**config.mk**
```make
export PLATFORM = sky130hd
export DESIGN_NAME = instr_fetch_unit
export DESIGN_NICKNAME = d
export VERILOG_FILES = /design/src/rtl/instr_fetch_unit_pkg.sv /design/src/rtl/instr_fetch_unit_next_pc.sv /design/src/rtl/instr_fetch_unit.sv
export SDC_FILE = /design/constraint.sdc
export NUM_CORES = 1
export LEC_CHECK = 0
export BUFFER_PORTS_ARGS = -buffer_cell sky130_fd_sc_hd__buf_4
export CELL_PAD_IN_SITES_DETAIL_PLACEMENT = 0
export CELL_PAD_IN_SITES_GLOBAL_PLACEMENT = 2
export CORE_UTILIZATION = 35
export DETAILED_ROUTE_END_ITERATION = 8
export PLACE_DENSITY_LB_ADDON = 0.2
export SLEW_MARGIN = 40
export SYNTH_ARGS = -nofsm -noshare
export SYNTH_HDL_FRONTEND = slang
export SYNTH_HIERARCHICAL = 1
export SYNTH_SLANG_ARGS = --single-unit
```
**constraint.sdc**
```tcl
create_clock -name clk -period 8.5 [get_ports clk]
set_input_delay 0.85 -clock clk [delete_from_list [all_inputs] [get_ports clk]]
set_output_delay 0.85 -clock clk [all_outputs]
set_load 0.1 [all_outputs]
```
**src/rtl/instr_fetch_unit_pkg.sv**
```systemverilog
// Shared MIPS opcode definitions used by the fetch unit and the control unit.
// Keeps instruction-field decoding in one place so both sides agree on encodings.
package instr_fetch_unit_pkg;

  localparam logic [5:0] OP_RTYPE = 6'b000000;
  localparam logic [5:0] OP_LW    = 6'b100011;
  localparam logic [5:0] OP_SW    = 6'b101011;
  localparam logic [5:0] OP_BEQ   = 6'b000100;
  localparam logic [5:0] OP_J     = 6'b000010;
  localparam logic [5:0] OP_HALT  = 6'b111111;

  function automatic logic [5:0] opcode_of(input logic [31:0] word);
    return word[31:26];
  endfunction

endpackage

```
**src/rtl/instr_fetch_unit_next_pc.sv**
```systemverilog
// Combinational next-PC selection for the fetch unit: redirect target, j target, or pc+4.
// The result is always word aligned.
module fetch_next_pc
  import instr_fetch_unit_pkg::*;
#(
  parameter int ADDR_W = 32
) (
  input  logic [ADDR_W-1:0] instr_pc,
  input  logic [31:0]       instr,
  input  logic              redirect_valid,
  input  logic [ADDR_W-1:0] redirect_pc,
  output logic [ADDR_W-1:0] next_pc
);

  logic [ADDR_W-1:0] seq_pc;
  logic [ADDR_W-1:0] jump_pc;
  logic [ADDR_W-1:0] sel_pc;

  // Wraps modulo 2^ADDR_W; the j target keeps the top nibble of the sequential pc.
  assign seq_pc  = instr_pc + ADDR_W'(4);
  assign jump_pc = {seq_pc[ADDR_W-1:28], instr[25:0], 2'b00};

  always_comb begin
    sel_pc = seq_pc;
    if (redirect_valid) begin
      sel_pc = redirect_pc;
    end else if (opcode_of(instr) == OP_J) begin
      sel_pc = jump_pc;
    end
  end

  assign next_pc = sel_pc & ~ADDR_W'(3);

endmodule

```
**src/rtl/instr_fetch_unit.sv**
```systemverilog
// Instruction fetch unit: owns the PC, fetches over an imem req/ack handshake and hands
// instructions to decode over valid/ready, resolving j locally and honouring beq redirects.
module instr_fetch_unit
  import instr_fetch_unit_pkg::*;
#(
  parameter int                ADDR_W   = 32,
  parameter logic [ADDR_W-1:0] RESET_PC = '0
) (
  input  logic              clk,
  input  logic              rst,
  output logic              imem_req,
  output logic [ADDR_W-1:0] imem_addr,
  input  logic              imem_ack,
  input  logic [31:0]       imem_rdata,
  output logic [31:0]       instr,
  output logic [5:0]        opcode,
  output logic [ADDR_W-1:0] instr_pc,
  output logic              instr_valid,
  input  logic              instr_ready,
  input  logic              redirect_valid,
  input  logic [ADDR_W-1:0] redirect_pc,
  output logic              halted
);

  typedef enum logic [1:0] {
    IDLE  = 2'd0,
    FETCH = 2'd1,
    HOLD  = 2'd2,
    HALT  = 2'd3
  } state_t;

  state_t            state;
  logic [ADDR_W-1:0] pc;
  logic [ADDR_W-1:0] next_pc;
  logic              squash;

  fetch_next_pc #(
    .ADDR_W(ADDR_W)
  ) u_next_pc (
    .instr_pc      (instr_pc),
    .instr         (instr),
    .redirect_valid(redirect_valid),
    .redirect_pc   (redirect_pc),
    .next_pc       (next_pc)
  );

  assign imem_addr = pc;
  assign opcode    = opcode_of(instr);

  // A redirect seen before the ack leaves one stale reply in flight; squash drops it.
  always_ff @(posedge clk or posedge rst) begin
    if (rst) begin
      state       <= IDLE;
      pc          <= RESET_PC & ~ADDR_W'(3);
      imem_req    <= 1'b0;
      instr       <= '0;
      instr_pc    <= '0;
      instr_valid <= 1'b0;
      halted      <= 1'b0;
      squash      <= 1'b0;
    end else begin
      case (state)
        IDLE: begin
          state    <= FETCH;
          imem_req <= 1'b1;
        end
        FETCH: begin
          if (redirect_valid) begin
            pc     <= next_pc;
            squash <= ~imem_ack;
          end else if (imem_ack) begin
            if (squash) begin
              squash <= 1'b0;
            end else begin
              instr       <= imem_rdata;
              instr_pc    <= pc;
              instr_valid <= 1'b1;
              imem_req    <= 1'b0;
              state       <= HOLD;
            end
          end
        end
        HOLD: begin
          if (redirect_valid) begin
            instr_valid <= 1'b0;
            pc          <= next_pc;
            imem_req    <= 1'b1;
            state       <= FETCH;
          end else if (instr_valid && instr_ready) begin
            instr_valid <= 1'b0;
            if (opcode == OP_HALT) begin
              halted <= 1'b1;
              state  <= HALT;
            end else begin
              pc       <= next_pc;
              imem_req <= 1'b1;
              state    <= FETCH;
            end
          end
        end
        HALT: begin
          imem_req    <= 1'b0;
          instr_valid <= 1'b0;
          halted      <= 1'b1;
        end
        default: state <= IDLE;
      endcase
    end
  end

endmodule

```
==> metrics.log <==
[metrics] status: finished with violations
[metrics] violations in the final reports: DRC
[metrics] TritonCTS clock tree: yes
[metrics] setup repair after global routing missed its margin: no
[metrics] Final Setup Violations: 0
[metrics] non-filler instance count after layout: 788
[metrics] largest delay contributor family on the critical path: buffers and inverters
[metrics] maximum net fanout on the critical path: 69
[metrics] global-route usage over all layers: between 10% and 20%
[metrics] worst-case setup margin in the final layout: just under 6 ns
[metrics] global-route wire length before repair: 23.17 mm
[metrics] post-route clock skew: around 0.0052 ns
[metrics] vias after detailed routing: between 4000 and 5000
[metrics] number of global-route vias before repair: approximately 4100
[metrics] headroom to the max-slew limit: 50.13%
[metrics] number of hold buffers added after CTS: 0
[metrics] R2R cell count: 6
[metrics] diode insertion count for antenna repair: 0
[metrics] Min-Delay Path Depth: 1
[metrics] Die Span Y: around 130 um
[metrics] peak per-stage delay on the critical path: about 0.57 ns
[metrics] number of antenna violations at the first check in global routing: 0
[metrics] width of the die: between 100 and 150 um
[metrics] drt via density: ~5.1
[metrics] sum of net half-perimeters after detailed placement: between 9 and 10 mm
[metrics] number of synthesis warnings: 6
[metrics] data required time of the critical path: 8.73 ns
[metrics] Max Clk Rate: between 300 and 400 MHz
[metrics] max-slew violation count: 0
[metrics] Crit path top cell by count: sky130_fd_sc_hd__buf_4
[metrics] Max stage delay cell, worst path: sky130_fd_sc_hd__buf_4
[metrics] total buffers and inverters traversed by the critical path: 2
[metrics] Setup Crit Path Kind: input port to register
[metrics] transition at the pin with the smallest max-transition slack: ~0.75 ns
[metrics] type of origin of the critical path: input port
[metrics] min-delay worst type: register to register
[metrics] relative area change from synthesis to final layout: 30.94%
[metrics] clock-pin slew on the worst setup and hold paths: 0.07 ns
[metrics] Data arrival, critical path: about 2.9 ns
[metrics] Async S/R FF share, synth: between 90% and 100%
[metrics] endpoints failing hold: 0
[metrics] worst-case register-to-register setup slack: ~6.0 ns
[metrics] number of H-tree branching levels: 3
[metrics] final weighted congestion in routability-driven placement: 0.7567
[metrics] TritonCTS buffer count: 9
[metrics] placed instance count: 772
[metrics] post-detailed-routing wire length: approximately 14 mm
[metrics] post-synthesis sequential element count: 102
[metrics] Worst path depth: 5
[metrics] final critical path time including I/O delays and setup: approximately 2.6 ns
[metrics] Max Cap Viol: 0
[metrics] share of synthesized area occupied by flip-flops and latches: between 40% and 50%
[metrics] final critical-path share of the clock period: between 30% and 40%
[metrics] Max Root-Sink Buffers: 2
[metrics] pin count of the biggest net entering global routing: 70
[metrics] Net count, final: roughly 670
[metrics] starting density of the core: ~36%
[metrics] total number of placement rows: 44
[metrics] Pre-antenna DRT Iters: 6
[metrics] number of distinct library cells after synthesis: 53
[metrics] CP cell instances: buf_4, o21ai_0, nand2_2, buf_4, mux2_4
[metrics] Critical Path End Type: register
[metrics] DRC violation count after routing: 13
[metrics] aggregate negative setup slack: 0 ns
[metrics] Core Region: around 15000 um^2
[metrics] die area: roughly 16000 um^2
[metrics] first-iteration detailed-routing DRC count: around 190
[metrics] CTS Root Cell: sky130_fd_sc_hd__clkbuf_16
[metrics] count of flip-flops with a built-in enable after synthesis: 0
[metrics] Primary FF master, synth: sky130_fd_sc_hd__dfrtp_1
[metrics] share of layout cells above drive strength 1: 49.83%
[metrics] clock sinks: around 100
[metrics] buffer count from post-CTS setup fixing: 0
[metrics] IO Port Bufs: about 170
[metrics] detail-routed net length per standard cell: around 18 um
[metrics] summed instance area of the synthesized netlist: between 5000 and 6000 um^2
[metrics] Post-CTS Resized: 0
[metrics] Clk Latency, worst-skew pair: between 0.3 and 0.4 ns
[metrics] Post-DRT Antenna Nets: 0
[metrics] GRT overflow: 0
[metrics] pre-CTS setup slack: between 5 and 6 ns
[metrics] I/O pin count: between 150 and 200
[metrics] number of instances in the synthesized netlist: ~440
[metrics] mean cell area of the mapped netlist: approximately 12 um^2
## worst paths after layout
path	from	endpoint
max	redirect_valid	imem_addr[30]
min reg2reg	halted	halted
min	halted	halted
max reg2reg	instr[29]	imem_addr[17]
max in group asynchronous	rst	imem_addr[24]
min in group asynchronous	rst	instr[21]
## cell usage after synthesis, types with 2 or more instances
library cell	n	area, um^2
sky130_fd_sc_hd__a21o_1	2	15.01
sky130_fd_sc_hd__a21oi_1	12	60.06
sky130_fd_sc_hd__a221oi_1	3	26.28
sky130_fd_sc_hd__and3_1	11	68.82
sky130_fd_sc_hd__and4_1	3	26.28
sky130_fd_sc_hd__and4_4	2	22.52
sky130_fd_sc_hd__buf_2	6	30.03
sky130_fd_sc_hd__buf_4	15	112.6
sky130_fd_sc_hd__buf_6	3	33.78
sky130_fd_sc_hd__clkbuf_1	7	26.28
sky130_fd_sc_hd__dfrtp_1	102	2552
sky130_fd_sc_hd__ha_1	4	50.05
sky130_fd_sc_hd__inv_1	8	30.03
sky130_fd_sc_hd__mux2_2	68	765.7
sky130_fd_sc_hd__mux2_4	30	450.4
sky130_fd_sc_hd__mux2i_1	6	60.06
sky130_fd_sc_hd__nand2_1	37	138.9
sky130_fd_sc_hd__nand3_1	17	85.08
sky130_fd_sc_hd__nand3_2	2	20.02
sky130_fd_sc_hd__nand4_1	8	50.05
sky130_fd_sc_hd__nand4b_1	2	17.52
sky130_fd_sc_hd__nor2_1	10	37.54
sky130_fd_sc_hd__nor3_1	6	30.03
sky130_fd_sc_hd__nor3b_1	4	30.03
sky130_fd_sc_hd__nor4_1	2	12.51
sky130_fd_sc_hd__o21ai_0	16	80.08
sky130_fd_sc_hd__o221ai_1	7	61.31
sky130_fd_sc_hd__o22ai_1	2	12.51
sky130_fd_sc_hd__o31ai_1	4	30.03
sky130_fd_sc_hd__xnor2_1	9	78.83
sky130_fd_sc_hd__xor2_1	14	122.6
## worst reg2reg max path, cell delays in order (launching register included)
cell                       delay (ns)
sky130_fd_sc_hd__dfrtp_1         0.43
sky130_fd_sc_hd__nor4_2          0.36
sky130_fd_sc_hd__nand3b_2        0.52
sky130_fd_sc_hd__nand2b_1        0.62
sky130_fd_sc_hd__or3_1           0.19
sky130_fd_sc_hd__nand3_1         0.07
sky130_fd_sc_hd__mux2_4          0.26
## state kept, by name, indices dropped and copies added (netlist names)
name and count:
state 2, instr_pc 32, instr_valid 1, squash 1, instr 32, imem_req 1
halted 1, imem_addr 32
## layout make-up
type	instances	area, um^2
fill	1415	7715
multi-input combinational	304	2560
sequential	102	2552
timing repair buffer	175	1321
clock buffer	15	287.8
tap	184	230.2
inverter	8	32.53
## routing by layer
metal	track usage [%]	up-vias	routed length [um]
met5	0	-	0
met4	5.452	0	160
met3	5.135	8	823
met2	30.29	102	6780
met1	25.67	2022	6652
li1	-	1910	-
## cells by family after synthesis
family	share of synthesized area, %
other cells	0.07031
buf+inv	4.363
mux	23.93
compound gates	6.803
flops	47.85
fa+ha+maj	0.9383
xor+xnor	3.777
simple gates	12.27
## metrics by stage
stage	hold slack (ns)	utilization [%]	area, um^2
final	0.4742	47.51	6984
after global routing	0.4839	47.51	6984
after CTS	0.4853	47.44	6973
after detailed placement	0.4696	45.48	6685
after global placement	0.4559	45.45	6680
after floorplan	0.5268	-	5338
## cells in the final DEF (no fill, tap or decap), types with 4 or more instances in the layout
| cell type | count |
|---|---|
| sky130_fd_sc_hd__nor2_1 | 10 |
| sky130_fd_sc_hd__and3_1 | 11 |
| sky130_fd_sc_hd__mux2_4 | 30 |
| sky130_fd_sc_hd__a21oi_1 | 12 |
| sky130_fd_sc_hd__ha_1 | 4 |
| sky130_fd_sc_hd__dfrtp_1 | 102 |
| sky130_fd_sc_hd__nand4_1 | 8 |
| sky130_fd_sc_hd__xnor2_1 | 9 |
| sky130_fd_sc_hd__mux2i_1 | 6 |
| sky130_fd_sc_hd__mux2_2 | 68 |
| sky130_fd_sc_hd__buf_4 | 173 |
| sky130_fd_sc_hd__clkbuf_16 | 9 |
| sky130_fd_sc_hd__inv_1 | 7 |
| sky130_fd_sc_hd__o221ai_1 | 7 |
| sky130_fd_sc_hd__nor3b_1 | 4 |
| sky130_fd_sc_hd__nand3_1 | 17 |
| sky130_fd_sc_hd__clkbuf_8 | 4 |
| sky130_fd_sc_hd__nand2_1 | 37 |
| sky130_fd_sc_hd__o31ai_1 | 4 |
| sky130_fd_sc_hd__xor2_1 | 14 |
| sky130_fd_sc_hd__o21ai_0 | 16 |
| sky130_fd_sc_hd__nor3_1 | 6 |
Power is left out: the tool's default activity adds up to more than one toggle a clock period on the data nets, which glitch-free logic cannot reach.
